[src/rtl/gat_pkg.sv]
// Shared definitions for the GAT host load/run controller.
//   - gat_state_e : run-sequencer state encoding (also reported in dbg_status[2:0])
//   - STAT_*      : bit positions of the fields packed into dbg_status
package gat_pkg;

    localparam int STATE_W = 3;

    typedef enum logic [STATE_W-1:0] {
        ST_IDLE  = 3'd0,
        ST_LOAD  = 3'd1,
        ST_START = 3'd2,
        ST_RUN   = 3'd3,
        ST_DONE  = 3'd4
    } gat_state_e;

    // dbg_status = {zero pad, err_run[N], err_align[N], done[N], state[2:0]}
    localparam int STAT_STATE_LSB = 0;
    localparam int STAT_DONE_LSB  = STATE_W;

    function automatic int stat_align_lsb(input int num_ch);
        return STAT_DONE_LSB + num_ch;
    endfunction

    function automatic int stat_run_lsb(input int num_ch);
        return STAT_DONE_LSB + 2 * num_ch;
    endfunction

endpackage

[src/rtl/gat_load_chan.sv]
// One host load channel.
//   Checks word alignment of a host byte-addressed write, forwards accepted
//   writes to the internal BRAM port one cycle later (word address, narrowed
//   data), counts accepted words and keeps the sticky done / error flags.
// Ports:
//   clk, rst            clock, asynchronous active-high reset
//   ena, wea, addra     host port enable, write enable, byte address
//   din                 host write data, already narrowed to DATA_W
//   exp_cnt             expected word count (0 = rely on load_done_in only)
//   load_done_in        host load-complete strobe
//   clear               zero counter, flags and errors; drop any write
//   wr_allow            sequencer is in a state where BRAM may be written
//   run_block           sequencer is running; aligned writes are errors
//   restart             new load begins: counter and done flag restart at 0
//   accept              this cycle's write is accepted (combinational)
//   done, err_align, err_run   sticky status flags
//   bram_we, bram_addr, bram_din   registered internal BRAM write port
module gat_load_chan
    import gat_pkg::*;
#(
    parameter int ADDR_W = 18,
    parameter int DATA_W = 20,
    parameter int CNT_W  = ADDR_W + 1
) (
    input  logic              clk,
    input  logic              rst,
    input  logic              ena,
    input  logic              wea,
    input  logic [ADDR_W+1:0] addra,
    input  logic [DATA_W-1:0] din,
    input  logic [CNT_W-1:0]  exp_cnt,
    input  logic              load_done_in,
    input  logic              clear,
    input  logic              wr_allow,
    input  logic              run_block,
    input  logic              restart,
    output logic              accept,
    output logic              done,
    output logic              err_align,
    output logic              err_run,
    output logic              bram_we,
    output logic [ADDR_W-1:0] bram_addr,
    output logic [DATA_W-1:0] bram_din
);

    logic              req;
    logic              misaligned;
    logic [CNT_W-1:0]  cnt_base;
    logic              done_base;

    logic [CNT_W-1:0]  cnt_q, cnt_d;
    logic              done_q, done_d;
    logic              err_align_q, err_align_d;
    logic              err_run_q, err_run_d;
    logic              we_q, we_d;
    logic [ADDR_W-1:0] addr_q, addr_d;
    logic [DATA_W-1:0] din_q, din_d;

    always_comb begin
        // NOTE: every signal written here is given a value on every path
        // (defaults first), otherwise synthesis infers a latch.
        req        = ena & wea & ~clear;
        misaligned = (addra[1:0] != 2'b00);
        accept     = req & ~misaligned & wr_allow;

        // A restarting load forgets the previous run's count before this
        // cycle's write is added.
        cnt_base  = restart ? '0 : cnt_q;
        done_base = restart ? 1'b0 : done_q;

        cnt_d = cnt_base;
        if (accept && (cnt_base != '1)) begin
            cnt_d = cnt_base + CNT_W'(1);
        end

        done_d      = done_base | load_done_in | ((exp_cnt != '0) && (cnt_d == exp_cnt));
        err_align_d = err_align_q | (req & misaligned);
        err_run_d   = err_run_q | (req & ~misaligned & run_block);

        we_d   = accept;
        addr_d = accept ? addra[ADDR_W+1:2] : addr_q;
        din_d  = accept ? din : din_q;

        if (clear) begin
            cnt_d       = '0;
            done_d      = 1'b0;
            err_align_d = 1'b0;
            err_run_d   = 1'b0;
        end
    end

    // NOTE: state registers use non-blocking assignments so every flop
    // samples the pre-edge values regardless of statement order.
    always_ff @(posedge clk or posedge rst) begin
        if (rst) begin
            cnt_q       <= '0;
            done_q      <= 1'b0;
            err_align_q <= 1'b0;
            err_run_q   <= 1'b0;
            we_q        <= 1'b0;
            addr_q      <= '0;
            din_q       <= '0;
        end else begin
            cnt_q       <= cnt_d;
            done_q      <= done_d;
            err_align_q <= err_align_d;
            err_run_q   <= err_run_d;
            we_q        <= we_d;
            addr_q      <= addr_d;
            din_q       <= din_d;
        end
    end

    assign done      = done_q;
    assign err_align = err_align_q;
    assign err_run   = err_run_q;
    assign bram_we   = we_q;
    assign bram_addr = addr_q;
    assign bram_din  = din_q;

endmodule

[src/rtl/gat_host_load_ctrl.sv]
// Multi-channel host-to-core load/run controller between the PS register
// bank / AXI-BRAM ports and gat_top.
//   Host writes (byte addressed, 32-bit) become word-addressed internal BRAM
//   writes per channel; once every channel reports done the sequencer pulses
//   core_start, counts cycles until core_done and reports status.
// Ports:
//   clk, rst        clock, asynchronous active-high reset
//   host_ena/wea    per-channel port enable / write enable
//   host_addra      per-channel byte address, packed, ch0 in LSBs
//   host_din        per-channel write data, packed
//   exp_cnt         per-channel expected word count (0 = strobe only)
//   load_done_in    per-channel host load-done strobe
//   gat_layer       layer select, latched when a run starts
//   clear           return to IDLE, zero counters/flags/errors
//   core_done       core finished the layer (pulse)
//   bram_we/addr/din  internal BRAM write ports, packed
//   core_start      one-cycle run pulse, core_layer latched layer select
//   gat_ready       host may load/read (IDLE or DONE)
//   dbg_cycles      cycles spent in RUN for the last run (saturating)
//   dbg_status      {pad, err_run, err_align, done, state}
module gat_host_load_ctrl
    import gat_pkg::*;
#(
    parameter int TOP_WIDTH = 32,
    parameter int NUM_CH    = 3,
    parameter int ADDR_W    = 18,
    parameter int DATA_W    = 20,
    parameter int CNT_W     = ADDR_W + 1
) (
    input  logic                         clk,
    input  logic                         rst,
    input  logic [NUM_CH-1:0]            host_ena,
    input  logic [NUM_CH-1:0]            host_wea,
    input  logic [NUM_CH*(ADDR_W+2)-1:0] host_addra,
    input  logic [NUM_CH*TOP_WIDTH-1:0]  host_din,
    input  logic [NUM_CH*CNT_W-1:0]      exp_cnt,
    input  logic [NUM_CH-1:0]            load_done_in,
    input  logic                         gat_layer,
    input  logic                         clear,
    input  logic                         core_done,
    output logic [NUM_CH-1:0]            bram_we,
    output logic [NUM_CH*ADDR_W-1:0]     bram_addr,
    output logic [NUM_CH*DATA_W-1:0]     bram_din,
    output logic                         core_start,
    output logic                         core_layer,
    output logic                         gat_ready,
    output logic [TOP_WIDTH-1:0]         dbg_cycles,
    output logic [TOP_WIDTH-1:0]         dbg_status
);

    localparam int HOST_AW   = ADDR_W + 2;
    localparam int ALIGN_LSB = stat_align_lsb(NUM_CH);
    localparam int RUN_LSB   = stat_run_lsb(NUM_CH);

    gat_state_e          state_q, state_d;
    logic [TOP_WIDTH-1:0] cycles_q, cycles_d;
    logic                 layer_q, layer_d;

    logic [NUM_CH-1:0] accept;
    logic [NUM_CH-1:0] done;
    logic [NUM_CH-1:0] err_align;
    logic [NUM_CH-1:0] err_run;
    logic              wr_allow;
    logic              run_block;
    logic              restart;

    // START counts as part of the run: the core has been told to go, so the
    // BRAM must not change underneath it.
    assign wr_allow  = (state_q == ST_IDLE) || (state_q == ST_LOAD) || (state_q == ST_DONE);
    assign run_block = (state_q == ST_START) || (state_q == ST_RUN);
    assign restart   = (state_q == ST_DONE) && (|accept);

    for (genvar c = 0; c < NUM_CH; c++) begin : g_chan
        gat_load_chan #(
            .ADDR_W (ADDR_W),
            .DATA_W (DATA_W),
            .CNT_W  (CNT_W)
        ) u_chan (
            .clk          (clk),
            .rst          (rst),
            .ena          (host_ena[c]),
            .wea          (host_wea[c]),
            .addra        (host_addra[c*HOST_AW +: HOST_AW]),
            .din          (host_din[c*TOP_WIDTH +: DATA_W]),
            .exp_cnt      (exp_cnt[c*CNT_W +: CNT_W]),
            .load_done_in (load_done_in[c]),
            .clear        (clear),
            .wr_allow     (wr_allow),
            .run_block    (run_block),
            .restart      (restart),
            .accept       (accept[c]),
            .done         (done[c]),
            .err_align    (err_align[c]),
            .err_run      (err_run[c]),
            .bram_we      (bram_we[c]),
            .bram_addr    (bram_addr[c*ADDR_W +: ADDR_W]),
            .bram_din     (bram_din[c*DATA_W +: DATA_W])
        );

        // Host data bits above the BRAM width are intentionally ignored.
        if (DATA_W < TOP_WIDTH) begin : g_pad
            logic unused_din_hi;
            assign unused_din_hi = ^host_din[c*TOP_WIDTH+DATA_W +: TOP_WIDTH-DATA_W];
        end
    end

    always_comb begin
        state_d = state_q;
        unique case (state_q)
            ST_IDLE: begin
                // Strobe-only loads can complete without any write.
                if (&done) begin
                    state_d = ST_START;
                end else if (|accept) begin
                    state_d = ST_LOAD;
                end
            end
            ST_LOAD:  if (&done) state_d = ST_START;
            ST_START: state_d = ST_RUN;
            ST_RUN:   if (core_done) state_d = ST_DONE;
            ST_DONE:  if (|accept) state_d = ST_LOAD;
            default:  state_d = ST_IDLE;
        endcase
        if (clear) begin
            state_d = ST_IDLE;
        end
    end

    always_comb begin
        cycles_d = cycles_q;
        layer_d  = layer_q;
        if ((state_q == ST_RUN) && (cycles_q != '1)) begin
            cycles_d = cycles_q + TOP_WIDTH'(1);
        end
        // Latch on entry so the layer is already valid during core_start.
        if ((state_d == ST_START) && (state_q != ST_START)) begin
            cycles_d = '0;
            layer_d  = gat_layer;
        end
        if (clear) begin
            cycles_d = '0;
        end
    end

    always_ff @(posedge clk or posedge rst) begin
        if (rst) begin
            state_q  <= ST_IDLE;
            cycles_q <= '0;
            layer_q  <= 1'b0;
        end else begin
            state_q  <= state_d;
            cycles_q <= cycles_d;
            layer_q  <= layer_d;
        end
    end

    always_comb begin
        dbg_status                                = '0;
        dbg_status[STAT_STATE_LSB +: STATE_W]     = state_q;
        dbg_status[STAT_DONE_LSB +: NUM_CH]       = done;
        dbg_status[ALIGN_LSB +: NUM_CH]           = err_align;
        dbg_status[RUN_LSB +: NUM_CH]             = err_run;
    end

    assign core_start = (state_q == ST_START);
    assign core_layer = layer_q;
    assign gat_ready  = (state_q == ST_IDLE) || (state_q == ST_DONE);
    assign dbg_cycles = cycles_q;

endmodule

[config.mk]
export PLATFORM = sky130hd
export DESIGN_NAME = gat_host_load_ctrl
export DESIGN_NICKNAME = d
export VERILOG_FILES = /design/src/rtl/gat_pkg.sv /design/src/rtl/gat_load_chan.sv /design/src/rtl/gat_host_load_ctrl.sv
export SDC_FILE = /design/constraint.sdc
export NUM_CORES = 1
export LEC_CHECK = 0
export ABC_AREA = 1
export CAP_MARGIN = 20
export CORE_MARGIN = 1.5
export CORE_UTILIZATION = 50
export DETAILED_ROUTE_END_ITERATION = 7
export PLACE_DENSITY = 0.83
export SLEW_MARGIN = 20
export SYNTH_ARGS = -nofsm -noshare
export SYNTH_HDL_FRONTEND = slang
export SYNTH_SLANG_ARGS = --single-unit
[constraint.sdc]
create_clock -name clk -period 18.4 [get_ports clk]
set_input_delay 1.84 -clock clk [delete_from_list [all_inputs] [get_ports clk]]
set_output_delay 1.84 -clock clk [all_outputs]
set_load 0.005 [all_outputs]
After elaboration in Yosys (flattened, before gate mapping)
Index checks and enable logic that the tools add are counted.
W data, S select, Z words.
{"block": "totals", "ff_bits": 219, "in_bits": 227, "output_inout_bits": 184, "elab_cells": 128}
{"block": "classes", "add_sub_neg": 4, "n_eq_ne": 13, "muxes": 30, "n_bitwise": 34, "reduce_logical": 23}
{"cell": "$mux W19", "count": 9}
{"cell": "$mux W32", "count": 3}
{"cell": "$add A19 B1 Y19 const B", "count": 3}
{"cell": "$eq A19 B19 Y1", "count": 3}
{"cell": "$ne A19 B19 Y1 const B", "count": 3}
{"cell": "$reduce_bool A19 Y1", "count": 3}
{"cell": "$add A32 B1 Y32 const B", "count": 1}
{"cell": "$ne A32 B32 Y1 const B", "count": 1}
{"cell": "$and A1 B1 Y1", "count": 18}
{"cell": "$mux W3", "count": 5}
{"cell": "$pmux W3 S5", "count": 1}
{"cell": "$mux W1", "count": 12}
{"cell": "$or A1 B1 Y1", "count": 12}
{"cell": "$eq A3 B2 Y1 const B", "count": 3}
{"cell": "$logic_and A1 B1 Y1", "count": 9}
{"cell": "$reduce_bool A2 Y1", "count": 3}
{"cell": "$logic_or A1 B1 Y1", "count": 4}
{"cell": "$not A1 Y1", "count": 4}
{"cell": "$eq A3 B1 Y1 const B", "count": 1}
{"cell": "$eq A3 B3 Y1 const B", "count": 1}
{"cell": "$logic_not A3 Y1", "count": 1}
{"cell": "$ne A3 B2 Y1 const B", "count": 1}
{"cell": "$reduce_and A3 Y1", "count": 1}
{"cell": "$reduce_bool A3 Y1", "count": 1}
{"cell": "$reduce_or A3 Y1", "count": 1}

Longest topological paths before layout
Gate-level depths: netlist of run 1.
{"block": "logic_depth", "ltp_word": 14, "depth_mapped": 31, "mapped_depth_nobuf": 26}

Modules after synthesis
From an unflattened synthesis of run 1, not the netlist that was laid out.
{"block": "hier_totals", "cells_unflattened": 1895, "area_unflattened_um2": 13112.6}
{"module": "gat_load_chan", "instances": 3, "cells_per_inst": 484, "area_per_inst_um2": 3427.0, "seq_area_each_um2": 1526.5}
{"module": "gat_host_load_ctrl", "instances": 1, "cells_per_inst": 443, "area_per_inst_um2": 2831.5, "seq_area_each_um2": 900.9}

Worst setup path before layout of run 1
OpenSTA, ideal clock, no wires.
{"block": "synth_timing", "kind": "input to register", "from": "input port clear", "to": "register g_chan[1].u_chan.done_q", "setup_ns": 0.078, "arrival_ns": 4.754, "required_time_ns": 18.322, "path_slack_ns": 13.568, "path_stages": 30, "path_buffers": 5, "cell_sequence": "buf_2 -> inv_2 -> nand3_1 -> nor2_1 -> nand2_4 -> nand3_4 -> nand2_4 -> buf_6 -> buf_2 -> buf_2 -> nand2_1 -> inv_1 -> ha_1 -> nand2_1 -> inv_1 -> nand3_1 -> nor2_2 -> nand2_2 -> inv_2 -> nand2_2 -> buf_6 -> nand3b_1 -> nand2_1 -> nand2_1 -> nand2_1 -> nor2_1 -> nand2_1 -> nor3_1 -> nand2_1 -> a21oi_1"}
{"block": "synth_between", "elab_chain_cells": 14, "elab_cells_between_ends": 23, "cone_classes": "add/sub (1); eq/ne (2); mux (4); bitwise (12); reduce/logical (4)"}
{"element": "start, declared", "line_no": "gat_host_load_ctrl.sv:39", "text": "input logic clear,"}
{"element": "branches (longest 13 deep; another with $add A19 B1 Y19)"}
{"element": "$mux W1 *", "line_no": "gat_load_chan.sv:84", "text": "if (clear) begin"}
{"element": "net g_chan[1].u_chan.done_d", "line_no": "gat_load_chan.sv:52", "text": "logic done_q, done_d;"}
{"element": "end signal, assigned", "line_no": "gat_load_chan.sv:105", "text": "done_q <= done_d;"}
{"element": "end, declared", "line_no": "gat_load_chan.sv:52"}
Mark *: on every way through the listed nets, which the timed path passes.
A chain may end at the register's enable or synchronous reset.

Final worst setup path of run 1
{"block": "layout_timing", "from": "input port clear", "to": "register g_chan[2].u_chan.done_q"}
{"block": "layout_between", "elab_chain_cells": 14, "elab_cells_between_ends": 23, "cone_classes": "add/sub (1); eq/ne (2); mux (4); bitwise (12); reduce/logical (4)"}
{"element": "branches (longest 13 deep; another with $add A19 B1 Y19)"}
{"element": "$mux W1 *", "line_no": "gat_load_chan.sv:84"}
{"element": "net g_chan[2].u_chan.done_d", "line_no": "gat_load_chan.sv:52"}
{"element": "end signal, assigned", "line_no": "gat_load_chan.sv:105"}
{"element": "end, declared", "line_no": "gat_load_chan.sv:52"}
Marks and branches as above.

==> metrics.txt, run 1 <==
P&R area growth vs syn 36.73%; Critical Path AT between 6 and 7 ns; WL/cell ~15 microns; Finish-stage setup viols 0; Pwr Density slightly above 80 mW/mm^2; Seq/Total Area, Yosys 44.52%; CTS tree yes; total CTS buffers 26; CP peak stage delay between 0.6 and 0.7 ns; Yosys reg bits ~220; Mapped Area between 0.01 and 0.015 sq mm; IO Port Bufs 354; Placer Congestion about 0.93; largest net degree at the start of global routing 91; status finished clean; htree depth 1; GRT Util Overall between 20% and 30%; die width around 160 microns; most used cell along the critical path nand2_1; synthesized instance count about 1800; Post-Route Setup TNS 0 ns; num ports between 400 and 500; Crit Path Max Fanout 73; Max Clk Rate 155.3 MHz; Top delay family on crit path simple AND/OR/NAND/NOR gates; relative slew slack between 30% and 40%; fillcell total around 2000; post-route ant nets 0; Buf/Inv on CP 6; num rows 57; nets@finish around 2300; final hold violation count 0; CTS root buf clkbuf_16; post-CTS setup buffer count 0; post_cts resized 0; first-pass GRT wire length between 60 and 70 mm; drt total wl around 37 mm; Post-DP HPWL around 27 mm; Hold-fix buffers, CTS 0; initial core utilization between 50% and 60%; DRT iter0 DRCs 814; most frequent cells in the layout 720 x nand2_1, 353 x clkdlybuf4s50_1, 219 x dfrtp_1, 210 x nor2_1, 149 x inv_1; fin crit period approximately 6.4 ns; Post-Syn Area per Cell roughly 7.0 sq um; Power Total between 1 and 1.5 mW; initial antenna violation count 1; Slew Viols, Final 0; vias in the first global route ~12000; leakage power 8.127 nW; # diodes 0; crit share post-route 35.00%; core area 0.02425 sq mm; number of max-cap violations 0; DR vias 12514; Clk pin slew, worst setup/hold paths approximately 0.060 ns; Netlist cell types 44; Max clock buf depth 3; RSZ-0062 raised after global routing no; DR vias/cell a little over 5; commonest non-fill, non-tap cell in the layout nand2_1; Min-Delay Path Class reg -> reg; die area ~0.026 sq mm; clk sink count approximately 220; Pre-antenna DRT Iters 7; Critical Path RT between 15 and 20 ns; kind of end point of the critical path register; Post-synth top flop dfrtp_1; DR DRC count 0; Synthesis Warnings 0; die height between 150 and 200 microns; CP startpoint kind input port; skew final 0.01604 ns; total grt overflow 0; CP max stage cell buf_4; Post-synth EDFFs 0; WS Path Type in -> reg; share of cells above drive strength 1 around 4.1%; asr flop ratio synth between 90% and 100%; later-pin clock latency in the skew report 0.54 ns; Worst Tran Pin Value about 0.95 ns; Max IR drop VDD 66.47 uV
[cells in the mapped netlist, types with 9 or more instances]
cell type    n  area share [%]
nor3_1      30             1.2
dfrtp_1    219              45
xnor2_1      9            0.64
o21ai_0     12            0.49
inv_1      150             4.6
nor4_1       9            0.46
buf_4       36             2.2
nand4_1     30             1.5
nor2_1     210             6.4
nand3b_1    29             1.8
nand3_1    131             5.3
xor2_1      18             1.3
buf_1       10            0.30
clkbuf_1    25            0.76
a21oi_1     42             1.7
nand2_1    720              22
[layer usage]
metal	share of wire [%]	GRT usage, %	routed length, microns	vias to the layer above
li1	-	-	-	6114
met1	41	35.93	15030	5839
met2	48	49.52	17740	481
met3	8.2	6.831	3011	78
met4	2.7	9.133	982	2
met5	0.030	0	11	-
[flip-flops by register name, indices dropped and copies added (netlist names)]
| name | count |
|---|---|
| g_chan.u_chan.bram_din | 60 |
| g_chan.u_chan.cnt_q | 57 |
| g_chan.u_chan.bram_addr | 54 |
| dbg_cycles | 32 |
| g_chan.u_chan.bram_we | 3 |
| g_chan.u_chan.done | 3 |
| g_chan.u_chan.err_align | 3 |
| g_chan.u_chan.err_run | 3 |
| state_q | 3 |
| core_layer | 1 |
[cells by family (layout without fill, tap and decap cells)]
group | Yosys count | after routing | share of synthesized area, %
simple gates | 1189 | 1189 | 40.69
buf+inv | 239 | 568 | 8.751
flops | 219 | 219 | 44.52
compound gates | 72 | 72 | 3.232
xor+xnor | 29 | 29 | 2.287
fa+ha+maj | 4 | 4 | 0.4066
other cells | 1 | 20 | 0.03046
mux | 1 | 1 | 0.09147
[worst register-to-register path, stage by stage (launching register included)]
cell and delay (ns):
dfrtp_1 0.55, a21oi_4 0.13, nand2_4 0.50, nand3_4 0.18
nand2_4 0.36, buf_4 0.53, nand2_1 0.17, inv_1 0.15
ha_1 0.20, nand2_1 0.09, inv_1 0.06, nand3_1 0.10
nor2_1 0.29, nand2_1 0.15, nor2_2 0.27, nor2_4 0.11
nand2_1 0.13, nand2_1 0.08, nand2_1 0.06, nand2_1 0.05
nor2_1 0.12, nand2_1 0.07, nor2_1 0.14, nand3_1 0.17
a21oi_1 0.16
[per-stage QoR]
step	std cells	area, sq um	setup WS, ns	hold slack [ns]	util (%)
floorplan	1773	12380	10.57	0.4637	-
global placement	2378	15910	11.53	0.4610	65.62
detailed placement	2378	15910	11.43	0.4636	65.62
CTS	2426	16830	11.97	0.4800	69.42
global route	2426	16830	11.46	0.4952	69.42
finish	2426	16830	11.96	0.4761	69.42
[layout make-up]
| type | instances | area [sq um] | area share (%) |
|---|---|---|---|
| Clock buffer | 38 | 775.7 | 4.609 |
| Clock inverter | 10 | 143.9 | 0.8548 |
| Inverter | 157 | 596.8 | 3.546 |
| Multi-Input combinational cell | 1315 | 5824 | 34.60 |
| Sequential cell | 219 | 5480 | 32.56 |
| Tap cell | 324 | 405.4 | 2.408 |
| Timing Repair Buffer | 363 | 3606 | 21.42 |
[power by group]
group	switching, mW	leakage, nW	internal (mW)
combinational	0.102	4.76	0.162
sequential	0.0334	2.91	0.539
clock	0.212	0.456	0.335
[path summary, 6_finish.rpt]
path                                                    start                        endpoint  slack (ns)  cells after the start
worst max-delay path                                    clear           g_chan[2].u_chan.done       11.96                     27
worst min-delay path            g_chan[0].u_chan.bram_addr[8]   g_chan[0].u_chan.bram_addr[8]        0.48                      2
worst max register to register                     state_q[0]           g_chan[2].u_chan.done       13.51                     24
worst min register to register  g_chan[0].u_chan.bram_addr[8]   g_chan[0].u_chan.bram_addr[8]        0.48                      2
max in group asynchronous                                 rst                  dbg_cycles[14]       15.22                      3
min in group asynchronous                                 rst  g_chan[2].u_chan.bram_addr[11]        1.78                      2
No activity file was read; power rests on OpenSTA's default activity.
==> run 2, diff against run 1 <==
CORE_UTILIZATION = 47   (was 50)
PLACE_DENSITY = 0.79   (was 0.83)
clock period = 6.25 ns   (was 18.4 ns; I/O delays follow)
==> run 2 against run 1 <==
Effect of this change:
- final cell count grew 0.54%
- global-route usage decreased by 2.3 points
- largest cell class unchanged
- clock skew rose by 0.0035 ns
- flip-flop and latch count unchanged
- wire length rose by 0.34%
- sequential share of layout area is essentially flat
- highest routed layer is now met4
- setup slack got worse by 10 ns
- worst hold slack got worse by 0.00054 ns
==> metrics.txt, run 2 (synthesized netlist as in run 1, its figures left out) <==
WL/cell around 15 microns; CP startpoint kind input port; IO Port Bufs ~350; post-route insts no fill around 2400; clk sink count roughly 220; kind of end point of the critical path register; Post-DP HPWL roughly 27 mm; Slew Viols, Final 0; final hold violation count 0; # diodes 0; crit share post-route ~70%; post_cts resized 0; initial core utilization 47.51%; CTS tree yes; CTS root buf clkbuf_16; DRT iter0 DRCs 848; Placed Cells roughly 2400; share of cells above drive strength 1 about 4.4%; commonest non-fill, non-tap cell in the layout nand2_1; Post-Route Setup TNS 0 ns; total grt overflow 0; post-route ant nets 0; first-pass GRT wire length 57.58 mm; Clk pin slew, worst setup/hold paths 0.06 ns; Max Clk Rate roughly 230 MHz; die area 0.02717 sq mm; relative slew slack 46.88%; fillcell total 2275; Max IR drop VDD 294.7 uV; leakage power between 8 and 9 nW; GRT Util Overall a little over a quarter; later-pin clock latency in the skew report 0.53 ns; pre-CTS WS 1.421 ns; Pwr Density approximately 230 mW/mm^2; largest net degree at the start of global routing between 100 and 150; most frequent cells in the layout 720 x nand2_1, 353 x clkdlybuf4s50_1, 219 x dfrtp_1, 210 x nor2_1, 149 x inv_1; die width between 150 and 200 microns; vias in the first global route between 10000 and 15000; max reg flops 60; hold path cells 2; RSZ-0062 raised after global routing no; Final Util around 65%; DR vias roughly 12000; total CTS buffers 25; initial antenna violation count 0; Crit Path Max Fanout 31; Worst Tran Pin Value slightly below 0.8 ns; Critical Path AT between 4 and 5 ns; DR vias/cell a little over 5; number of max-cap violations 0; hold_ws ~0.48 ns; status finished clean; num rows slightly below 60; Worst Reg-to-Reg Cells 24; Min-Delay Path Class reg -> reg; area of the multi-input gates roughly 0.0058 sq mm; DR DRC count 0; post-CTS setup buffer count 0; die height between 150 and 200 microns; Placer Congestion around 0.92; core area around 0.026 sq mm; final setup margin 1.868 ns; nets@finish 2316; drt total wl between 30 and 40 mm; Pre-antenna DRT Iters 6; Finish-stage setup viols 0; Hold-fix buffers, CTS 0; skew final a little under 0.02 ns; Max clock buf depth 3; FF+latch area between 0.005 and 0.006 sq mm; num ports around 400; htree depth 1; Critical Path RT roughly 6.7 ns; WS Path Type in -> reg; fin crit period ~4.4 ns; P&R area growth vs syn 36.58%
-- run 2: cell types whose count changed in the layout (fill, tap and decap cells not counted), sizes merged --
cell | before | now
clkbuf | 38 | 34
clkinvlp | 0 | 6
clkinv | 8 | 7
bufinv | 3 | 1
inv | 156 | 155
buf | 10 | 14
-- run 2: power by group --
group | internal, mW | switching [mW]
logic | 0.479 | 0.302
clock network | 0.873 | 0.612
registers | 1.59 | 0.0979
-- run 2: worst max-delay path: stages --
cell and delay, ns:
buf_2 0.53, inv_2 0.13, nand3_1 0.10, nor2_1 0.08, nand2_4 0.09, nand3_4 0.09, nand2_4 0.25, buf_4 0.38
nand2_1 0.12, inv_1 0.09, ha_1 0.19, nand2_1 0.07, inv_1 0.06, nand3_1 0.13, nor2_2 0.27, nand2_2 0.15
inv_2 0.12, nand2_2 0.18, nand2_2 0.22, nand2_1 0.12, nand2_1 0.08, nand2_1 0.05, nand2_1 0.08, nand3_1 0.08
nor3_1 0.30, nand2_1 0.09, a21oi_1 0.13
-- run 2: final cells by class --
type                    instances  area share [%]
multi-input cells            1315           34.64
flip-flops and latches        219           32.59
repair buffers                367           21.70
clock buffers                  34           4.398
inverters                     157           3.527
well taps                     335           2.493
clock inverters                12          0.6474
-- run 2: per-stage QoR --
stage,total power [mW],instance area [sq um]
detailed placement,2.488,15970
global placement,2.472,15970
finish,3.950,16810
global route,4.141,16810
CTS,3.993,16810
floorplan,1.951,12390
-- run 2: worst paths after layout --
kind                                             endpoint  slack, ns                            from
max                                 g_chan[1].u_chan.done       1.87                           clear
max in group asynchronous  g_chan[2].u_chan.bram_addr[15]       4.50                             rst
min in group asynchronous   g_chan[0].u_chan.bram_addr[4]       0.59                             rst
min reg2reg                g_chan[1].u_chan.bram_addr[16]       0.48  g_chan[1].u_chan.bram_addr[16]
max reg2reg                         g_chan[1].u_chan.done       2.02                      state_q[0]
min                        g_chan[1].u_chan.bram_addr[16]       0.48  g_chan[1].u_chan.bram_addr[16]
-- run 2: metal layers --
layer / GRT usage, % / up-vias / part of all wire, %
met5: 0 / - / 0
met4: 7.207 / 0 / 2.2
met3: 5.776 / 57 / 8.0
met2: 45.99 / 464 / 48
met1: 33.10 / 5728 / 41
li1: - / 6132 / -
==> run 3, diff against run 2 <==
CORE_UTILIZATION = 42   (was 47)
PLACE_DENSITY = 0.74   (was 0.79)
clock period = 3.7 ns   (was 6.25 ns; I/O delays follow)
==> run 3 against run 2 <==
Effect of this change:
- setup slack got worse by 1.6 ns
- non-clock buffer count rose by 55
- clock power rose by 91%
- combinational power rose by 70%
- largest cell class unchanged
==> metrics.txt, run 3 (synthesized netlist as in run 1, its figures left out) <==
status finished clean; total grt overflow 0; Psw 1.712 mW; fillcell total 2594; DR vias around 12000; IO Port Bufs between 300 and 400; CP startpoint kind register; relative slew slack around 46%; nets@finish between 2000 and 2500; initial core utilization 42.77%; Max IR drop VDD around 400 uV; RSZ-0062 raised after global routing no; die height between 150 and 200 microns; later-pin clock latency in the skew report ~0.54 ns; num ports 411; r2r endpoint g_chan[0].u_chan.done; DR vias/cell 4.894; WL/cell approximately 15 microns; Max Clk Rate roughly 300 MHz; CTS tree yes; CP max stage cell dfrtp_2; pre-CTS WS -0.03729 ns; Critical Path AT 3.82 ns; DRT iter0 DRCs 907; skew final 0.02740 ns; Power Total between 7 and 8 mW; Sw Share 24.41%; GRT Util Overall about a quarter; vias in the first global route around 12000; hold endpoint g_chan[0].u_chan.err_align; CP peak stage delay 0.49 ns; Critical Path RT 4.14 ns; leakage power approximately 8.4 nW; Slew Viols, Final 0; clock share of power 40.5%; number of max-cap violations 0; # diodes 0; first-pass GRT wire length 60.87 mm; Crit Path Max Fanout 7; R2R setup slack 0.32 ns; Placed Cells 2497; htree depth 1; drt total wl 37.51 mm; CTS root buf clkbuf_16; initial antenna violation count 0; Seq pwr share between 40% and 50%; DR DRC count 0; max reg flops 60; FF+latch area about 0.0055 sq mm; fin crit period 3.383 ns; post-route insts no fill 2545; Logic pwr share a little under a fifth; Post-Route Setup TNS 0 ns; final hold violation count 0; Placer Congestion 0.9128; hold path cells 2; Pint 5.302 mW; kind of end point of the critical path register; Hold-fix buffers, CTS 0; crit share post-route approximately nine tenths; Finish-stage setup viols 0; crit path from state_q[1]; P&R area growth vs syn 41.65%; core area 0.02878 sq mm; post-route ant nets 0; final setup margin ~0.32 ns; min-delay src clear; total CTS buffers 27; Min-Delay Path Class in -> reg; Worst Tran Pin Value 0.8077 ns; area of the multi-input gates approximately 0.0058 sq mm; most used cell along the critical path nand2_1; Cell Chain, Critical Path a21oi_4, nand3_2, nand3_4, nand2_4, inv_2, nor2_1, ha_1, nand2_1, nor2_1, nand2_1, nor2_4, nand3_2, buf_4, nand3_1, nand2_1, nand2_1, nand2_1, nor2_1, nand2_1, nor2_1, nand3_1, a21oi_1; share of cells above drive strength 1 ~6.7%; Max clock buf depth 3; Worst Reg-to-Reg Cells 22; Final Util between 60% and 70%; Post-DP HPWL between 20 and 30 mm; Pwr Density between 400 and 500 mW/mm^2; most frequent cells in the layout 720 x nand2_1, 353 x clkdlybuf4s50_1, 217 x dfrtp_1, 210 x nor2_1, 149 x inv_1; largest net degree at the start of global routing 72; Clk pin slew, worst setup/hold paths ~0.06 ns; WS Path Type reg -> reg; reg-to-reg critical path startpoint state_q[1]; clk sink count approximately 220; num rows 62; commonest non-fill, non-tap cell in the layout nand2_1; die area 0.03035 sq mm; Pre-antenna DRT Iters 5; die width 174.2 microns
[run 3: cell count changes in the layout (fill, tap and decap cells not counted), moves of 2 or more]
cell / previous run / this run
clkbuf_16: 25 / 27
bufinv_16: 1 / 5
buf_4: 12 / 64
clkbuf_8: 8 / 6
dfrtp_2: 0 / 2
clkbuf_1: 1 / 7
clkinv_4: 2 / 0
dfrtp_1: 219 / 217
buf_12: 1 / 4
clkinvlp_4: 6 / 1
[run 3: worst max path at each step]
stage                            end  cells after the start
2_1_floorplan  g_chan[1].u_chan.done                     30
3_3_place_gp   g_chan[2].u_chan.done                     28
3_5_place_dp   g_chan[0].u_chan.done                     25
4_1_cts        g_chan[0].u_chan.done                     22
5_1_grt        g_chan[0].u_chan.done                     22
6_report       g_chan[0].u_chan.done                     22
[run 3: worst max-delay path: cells and delay by family, from the launching register on]
| family | cells | cell delay [ns] |
|---|---|---|
| AOI/OAI and AO/OA | 2 | 0.25 |
| adders and majority gates | 1 | 0.22 |
| buffers and inverters | 2 | 0.30 |
| DFF | 1 | 0.49 |
| and+or+nand+nor | 17 | 2.04 |
[run 3: area by class of cell]
type | instances | area share, %
multi-input cells | 1315 | 33.43
inverters | 157 | 3.401
well taps | 384 | 2.755
clock inverters | 8 | 0.9686
flip-flops and latches | 219 | 31.44
clock buffers | 40 | 4.499
repair buffers | 422 | 23.51
[run 3: power by group through the flow]
stage / Sequential, mW / Clock, mW / Combinational [mW]
5_1_grt: 2.88 / 3.00 / 1.46
3_3_place_gp: 2.87 / 0 / 1.32
3_5_place_dp: 2.88 / 0 / 1.34
4_1_cts: 2.84 / 2.90 / 1.35
6_report: 2.84 / 2.84 / 1.33
2_1_floorplan: 2.89 / 0 / 0.401
[run 3: layer usage]
metal | up-vias | track usage (%) | wire length, microns
li1 | 6224 | - | -
met1 | 5714 | 31.08 | 15790
met2 | 440 | 42.13 | 17970
met3 | 77 | 4.943 | 2553
met4 | 0 | 7.256 | 1189
met5 | - | 0 | 0
[run 3: per-stage QoR]
step / hold WS [ns] / instance area [sq um]
2_1_floorplan: 0.4637 / 12390
3_3_place_gp: 0.4607 / 16480
3_5_place_dp: 0.4637 / 16480
4_1_cts: 0.08336 / 17430
5_1_grt: 0.1019 / 17440
6_report: 0.1044 / 17440
[run 3: what timing repair did]
item	4_1_cts	5_1_grt
resized for setup	0	3
endpoints found under the setup margin	0	2
setup buffers	0	0
hold endpoints to repair	0	0
